### src/rtl/echo_capture_pkg.sv
// echo_capture_pkg: shared state encoding and default widths for the echo capture front end.
package echo_capture_pkg;
    localparam int DEF_ADDR_W = 10;
    localparam int DEF_DATA_W = 8;

    typedef enum logic [1:0] {IDLE, BLANK, CAPTURE, FINISH} stateT;
endpackage

### src/rtl/echo_capture_bin_reducer.sv
// bin_reducer: folds 2^DECIM_LOG2 samples into one bin value, peak hold by default
// or truncated mean when ECHO_CAPTURE_AVG_EN is defined.
module bin_reducer
    import echo_capture_pkg::*;
#(
    parameter int DATA_W     = DEF_DATA_W,
    parameter int DECIM_LOG2 = 2
) (
    input  logic              clk,
    input  logic              reset,
    input  logic              clear,
    input  logic              sampleEn,
    input  logic [DATA_W-1:0] sample,
    output logic              binDone,
    output logic [DATA_W-1:0] binValue
);
    localparam int CNT_W = DECIM_LOG2 > 0 ? DECIM_LOG2 : 1;
    localparam logic [CNT_W-1:0] CNT_LAST = CNT_W'((1 << DECIM_LOG2) - 1);
`ifdef ECHO_CAPTURE_AVG_EN
    localparam int ACC_W = DATA_W + DECIM_LOG2;
`else
    localparam int ACC_W = DATA_W;
`endif

    logic [CNT_W-1:0] sampleCnt;
    logic [ACC_W-1:0] acc, accNext;
    logic             firstSample;

    assign firstSample = sampleCnt == '0;
    assign binDone     = sampleEn && sampleCnt == CNT_LAST;

    // The first sample of a bin replaces the accumulator so no stale data leaks in.
`ifdef ECHO_CAPTURE_AVG_EN
    assign accNext  = (firstSample ? '0 : acc) + ACC_W'(sample);
    assign binValue = DATA_W'(accNext >> DECIM_LOG2);
`else
    assign accNext  = firstSample || sample > acc ? sample : acc;
    assign binValue = accNext;
`endif

    always_ff @(posedge clk) begin
        if (reset || clear) begin
            sampleCnt <= '0;
            acc       <= '0;
        end else if (sampleEn) begin
            sampleCnt <= binDone ? '0 : sampleCnt + 1'b1;
            acc       <= accNext;
        end
    end
endmodule

### src/rtl/echo_capture.sv
// echo_capture: blanks, decimates and writes one sonar scan line into the line buffer.
// Define ECHO_CAPTURE_AVG_EN to store the bin mean instead of the bin peak.
module echo_capture
    import echo_capture_pkg::*;
#(
    parameter int ADDR_W        = DEF_ADDR_W,
    parameter int DATA_W        = DEF_DATA_W,
    parameter int BINS          = 1024,
    parameter int DECIM_LOG2    = 2,
    parameter int BLANK_SAMPLES = 16
) (
    input  logic              clk,
    input  logic              reset,
    input  logic              start,
    input  logic              abort,
    input  logic              sampleValid,
    input  logic [DATA_W-1:0] sampleData,
    output logic              busy,
    output logic              done,
    output logic              wrEn,
    output logic [ADDR_W-1:0] wrAddr,
    output logic [DATA_W-1:0] wrData
);
    localparam int BLANK_W = BLANK_SAMPLES > 0 ? $clog2(BLANK_SAMPLES + 1) : 1;
    localparam logic [BLANK_W-1:0] BLANK_LAST = BLANK_W'(BLANK_SAMPLES > 0 ? BLANK_SAMPLES - 1 : 0);
    localparam logic [ADDR_W-1:0] BIN_LAST = ADDR_W'(BINS - 1);

    stateT             state, stateNext;
    logic [BLANK_W-1:0] blankCnt;
    logic [ADDR_W-1:0]  binCnt, wrAddrNext;
    logic [DATA_W-1:0]  binValue, wrDataNext;
    logic               accept, sampleEn, binDone, busyNext, doneNext;

    // Abort outranks start, and also suppresses a bin completing in the same cycle.
    assign accept   = start && !abort;
    assign sampleEn = sampleValid && state == CAPTURE && !abort;

    bin_reducer #(
        .DATA_W    (DATA_W),
        .DECIM_LOG2(DECIM_LOG2)
    ) reducer (
        .clk     (clk),
        .reset   (reset),
        .clear   (state == IDLE || abort),
        .sampleEn(sampleEn),
        .sample  (sampleData),
        .binDone (binDone),
        .binValue(binValue)
    );

    always_ff @(posedge clk)
        state <= reset ? IDLE : stateNext;

    always_comb begin
        stateNext = state;
        case (state)
            IDLE:    stateNext = accept ? (BLANK_SAMPLES == 0 ? CAPTURE : BLANK) : IDLE;
            BLANK:   stateNext = abort ? IDLE : sampleValid && blankCnt == BLANK_LAST ? CAPTURE : BLANK;
            CAPTURE: stateNext = abort ? IDLE : binDone && binCnt == BIN_LAST ? FINISH : CAPTURE;
            default: stateNext = IDLE;
        endcase
    end

    always_comb begin
        busyNext   = state == IDLE ? accept : state != FINISH && !abort;
        doneNext   = state == FINISH && !abort;
        wrAddrNext = binDone ? binCnt : wrAddr;
        wrDataNext = binDone ? binValue : wrData;
    end

    always_ff @(posedge clk) begin
        if (reset) begin
            blankCnt <= '0;
            binCnt   <= '0;
            busy     <= 1'b0;
            done     <= 1'b0;
            wrEn     <= 1'b0;
            wrAddr   <= '0;
            wrData   <= '0;
        end else begin
            blankCnt <= state == IDLE ? '0 : state == BLANK && sampleValid ? blankCnt + 1'b1 : blankCnt;
            binCnt   <= state == IDLE ? '0 : binDone ? binCnt + 1'b1 : binCnt;
            busy     <= busyNext;
            done     <= doneNext;
            wrEn     <= binDone;
            wrAddr   <= wrAddrNext;
            wrData   <= wrDataNext;
        end
    end
endmodule

### config.mk
export PLATFORM = sky130hd
export DESIGN_NAME = echo_capture
export DESIGN_NICKNAME = d
export VERILOG_FILES = /design/src/rtl/echo_capture_pkg.sv /design/src/rtl/echo_capture_bin_reducer.sv /design/src/rtl/echo_capture.sv
export SDC_FILE = /design/constraint.sdc
export NUM_CORES = 1
export LEC_CHECK = 0
export ABC_AREA = 1
export CORE_MARGIN = 5
export CORE_UTILIZATION = 55
export CTS_BUF_LIST = sky130_fd_sc_hd__clkbuf_2 sky130_fd_sc_hd__clkbuf_4 sky130_fd_sc_hd__clkbuf_8
export CTS_CLUSTER_DIAMETER = 80
export DETAILED_ROUTE_END_ITERATION = 10
export PLACE_DENSITY = 0.81
export SYNTH_ARGS = -nofsm -noshare
export SYNTH_HDL_FRONTEND = slang
export SYNTH_SLANG_ARGS = --single-unit
### constraint.sdc
create_clock -name clk -period 2 [get_ports clk]
set_input_delay 0.5 -clock clk [delete_from_list [all_inputs] [get_ports clk]]
set_output_delay 0.5 -clock clk [all_outputs]
set_load 0.1 [all_outputs]
[Word level (Yosys, flattened, before mapping)]
Index checks and enable logic that the tools add are counted.
Word-level totals
  flip-flop bits (word level): 48
Cells by class
  add/subtract/negate cells: 3
  order comparisons: 1
  equal/unequal tests: 7
  multiplexer cells: 9
  reductions and logical operators: 16
Operators with widths (count)
  adder 10 x 1 -> 10 bit, second input constant: 1
  equality test 10 bit, second input constant: 1
  logical AND 1 bit: 9
  > comparator 8 bit: 1
  two-way mux 2 bit: 4
  two-way mux 8 bit: 1
  equality test 2 bit, second input constant: 3
  case mux 2 bit (3 select lines): 1
  adder 5 x 1 -> 5 bit, second input constant: 1
  equality test 5 x 4 -> 1 bit, second input constant: 1
  logical NOT 2 bit: 2
  logical OR 1 bit: 3
  two-way mux 1 bit: 3
  adder 2 x 1 -> 2 bit, second input constant: 1
  equality test 2 x 1 -> 1 bit, second input constant: 1
  inequality test 2 bit, second input constant: 1
  OR reduction 2 bit: 1
  logical NOT 1 bit: 1

[Logic depth before layout (Yosys ltp)]
  word-level depth: 8
  gate-level depth with buffers: 15
  gate-level depth less buffers: 15

[Hierarchy]
From an unflattened synthesis, not the netlist that was laid out.
Second synthesis, totals
  cells, all modules: 329
  area total of the unflattened synthesis: 2392.3 µm²
Modules (own cells, without submodules)
  echo_capture: times used 1, cells each 209, area each 1589.0 µm², sequential area each 760.7 µm²
  bin_reducer: times used 1, cells each 120, area each 803.3 µm², sequential area each 200.2 µm²

[Least setup slack after synthesis]
Ideal clock, no wire load.
  path type: in2reg
  start point: input port sampleData[7]
  end point: register reducer.acc[1]
  library setup time: 0.109 ns
  data arrival time: 1.614 ns
  required time: 1.891 ns
  setup slack: 0.276 ns
  stages on the path: 10
  path buffers: 0
  path through: ha_1 > a21o_1 > nor2_1 > nand2_1 > nand2_2 > nand2_1 > nand2_1 > nand3_1 > nand2_1 > inv_1
Between the ends
  word-level cells in the longest chain between the ends: 3
RTL lines
  start: declaration: RTL line echo_capture.sv:17  | input logic [DATA_W-1:0] sampleData,
  > comparator 8 bit: RTL line echo_capture_bin_reducer.sv:37  | assign accNext = firstSample || sample > acc ? sample : acc;
  logical OR 1 bit: RTL line echo_capture_bin_reducer.sv:37
  two-way mux 8 bit: RTL line echo_capture_bin_reducer.sv:37
  end signal: assignment: RTL line echo_capture_bin_reducer.sv:47  | acc <= accNext;
  end: declaration: RTL line echo_capture_bin_reducer.sv:26  | logic [ACC_W-1:0] acc, accNext;
No other way between the ends.
A chain may end at the register's enable or synchronous reset.

[Worst setup path after layout]
  start point: input port sampleData[5]
  end point: register reducer.acc[0]
Same word-level chain as after synthesis.

==> impl_metrics.tcl <==
set metrics [dict create \
    r2r-start "reducer.acc[3]$_SDFFE_PP0P_" \
    grt_pass1_wl_mm 8.818 \
    r2r_setup_slack_ns 0.28 \
    cts_sinks 48 \
    cp_max_fo 8 \
    ys_seq_elements 48 \
    insertion_delay_ns 0.30 \
    cp_cell_sequence "clkdlybuf4s50_1 -> ha_1 -> nand2_1 -> nor2_2 -> nand4_1 -> nand2_2 -> nand2_2 -> nand2_1 -> nand3_1 -> nand2_1 -> inv_1" \
    drt-total-wl_mm 5.229 \
    outcome "finished, final reports clean" \
    syn_to_final_growth_pct 32.66 \
    fin_worst_skew_ns 0.004971 \
    htree_levels 2 \
    syn_nets 338 \
    grt_antenna_before_repair 0 \
    hold_depth 2 \
    setup_viol 0 \
    dr.first_iter.drc_count 151 \
    timing.fmax_ghz 0.5152 \
    place_area_sq_mm 0.002912 \
    slowest_delay_ns 0.44 \
    slowest_stage "clkdlybuf4s50_1" \
    end_kind "register" \
    utilization_pct 75.31 \
    path_class "input pin to register" \
    cp_data_required_time_ns 2.20 \
    seq_area_frac_synth_pct 42.01 \
    fin_crit_ns 1.941 \
    start_util_pct 56.77 \
    dieArea_sq_mm 0.005548 \
    most-common-layout-cells "inv_1, nand2_1, dfxtp_1, nand3_1" \
    maxCapViolCount 0 \
    avgViaCountPerCell 5.266 \
    power_density_mw_per_mm2 539.1 \
    place.gp.congestion 0.8479 \
    slew_viol_final 0 \
    routed-via-count 2175 \
    fin_nets 389 \
    synth_area_sq_mm 0.002287 \
    synth_area_per_cell_sq_um 7.331 \
    drive_gt1_share_pct 16.80 \
    grt.total_usage_pct 20.35 \
    slew_headroom_pct 77.82 \
    die_w_um 74.49 \
    hpwlAfterDp_mm 3.889 \
    cts-resized-gates 0 \
    final_common_cell "inv_1" \
    clock_path_buffers 2 \
    cts_made_buffers 5 \
    antenna_left 0 \
    worstHoldStart "blankCnt[4]$_SDFFE_PP0P_" \
    synth_cell_types 25 \
    n_fill_cell 299 \
    worstMarginPinSlew_ns 0.3307 \
    fp.dieH_um 74.49 \
    rows 23 \
    dr.pass1.iters 4 \
    hold_viol 0 \
    grt_pass1_vias 2126 \
    cts_hold_buf 0 \
    wl_per_cell_um 12.66 \
    core_area_sq_mm 0.004029 \
    ys_warn_count 0 \
    drc 0 \
    cp.arrival_ns 2.14 \
    boundaryPins 34 \
    holdPathEnd "blankCnt[4]$_SDFFE_PP0P_" \
    grt_max_degree 24 \
    grt_overflow 0 \
    worstRegToRegCells 14 \
    cpMostUsedCell "nand2_1" \
    cts_root_buf "clkbuf_8" \
    rsz0062_at_grt "yes" \
    cts.clk_slew.worst_paths_ns 0.09 \
    peakVddDrop_mv 0.3451 \
    holdCritPathClass "register to register" \
    post-cts-setup-buffers 0 \
    port_buffers 33 \
    r2r_end "reducer.acc[0]$_SDFFE_PP0P_" \
    fin_crit_sh_pct 97.05 \
    syn_inst 312 \
    cellLeakagePower_uw 0.001317 \
    diodes 0 \
    finalInstanceArea_sq_mm 0.003034 \
    cts_tree "done" \
    start_kind "input pin" \
]
==> worst max-delay path, delay by kind of cell <==
family	cells	cell delay (ns)
buffers and inverters	2	0.48
adders and majority gates	1	0.32
and+or+nand+nor	8	0.84
==> through the flow <==
stage / TNS, ns / hold WS (ns) / setup slack, ns / instances / power [uW]
2_1_floorplan: 0 / 0.4324 / 0.2764 / 312 / 1035
6_report: 0 / 0.4680 / 0.05892 / 413 / 1636
4_1_cts: 0 / 0.4669 / 0.001265 / 413 / 1642
5_1_grt: -0.5015 / 0.4949 / -0.06226 / 413 / 1706
3_5_place_dp: -4.512 / 0.4547 / -0.3085 / 406 / 1099
3_3_place_gp: -3.636 / 0.4472 / -0.2454 / 406 / 1096
==> power by group <==
part	switching, uW	internal [uW]
logic	66.9	58.0
registers	1.37	957
clock network	316	237
total	384	1250
==> worst max path at each step <==
stage	start	to	slack (ns)
3_5_place_dp	sampleData[7]	reducer.acc[3]$_SDFFE_PP0P_	-0.31
3_3_place_gp	sampleData[7]	wrData[4]$_SDFFE_PP0P_	-0.25
5_1_grt	sampleData[2]	reducer.acc[0]$_SDFFE_PP0P_	-0.06
4_1_cts	sampleData[7]	reducer.acc[3]$_SDFFE_PP0P_	0.001
2_1_floorplan	sampleData[7]	reducer.acc[1]$_SDFFE_PP0P_	0.28
6_report	sampleData[5]	reducer.acc[0]$_SDFFE_PP0P_	0.06
==> registers in the layout, summed over array words and instances, names as in the netlist <==
| register | cells |
|---|---|
| busy | 1 |
| binCnt | 10 |
| state | 2 |
| reducer.sampleCnt | 2 |
| wrEn | 1 |
| wrAddr | 10 |
| wrData | 8 |
| done | 1 |
| blankCnt | 5 |
| reducer.acc | 8 |
==> layer usage <==
metal / share of wire (%) / wire, um / vias up / GRT usage, %
li1: - / - / 1116 / -
met1: 47 / 2433 / 1005 / 25.17
met2: 48 / 2518 / 47 / 35.12
met3: 4.0 / 207 / 7 / 3.514
met4: 1.3 / 70 / 0 / 7.905
met5: 0 / 0 / - / 0
==> cell usage after synthesis, drive strengths merged <==
cell    instances  share of area [%]
nor3b           2               0.66
nand3          37                8.3
nor3            8                1.8
a21oi          28                6.1
inv            50                8.2
nor4            1               0.55
buf             5                1.2
dfxtp          48                 42
nand4           3                1.5
clkinv          4               0.66
a211oi          2               0.66
ha             13                7.1
nand2          54                9.0
clkbuf          1               0.16
nor2           32                5.8
o21a            9                3.0
a21o            1               0.33
o21ai          14                3.1
==> cells by family (layout without fill, tap and decap cells) <==
logic type,Yosys count,count (layout),share of synthesized area [%]
flip-flops,48,48,42.01
AND/OR/NAND/NOR,137,137,27.52
adder cells (fa/ha/maj),13,13,7.112
AO/OA/AOI/OAI,54,54,13.13
buffers and inverters,60,111,10.23
==> area by class of cell <==
cell class	count	area [sq um]	area share [%]
repair buffers	50	601.8	19.84
well taps	50	62.56	2.062
flip-flops and latches	48	960.9	31.67
clock buffers	5	68.82	2.268
inverters	54	202.7	6.680
multi-input cells	204	1125	37.07
clock inverters	2	12.51	0.4124
Note: power is estimated with default switching activity, not from simulation.
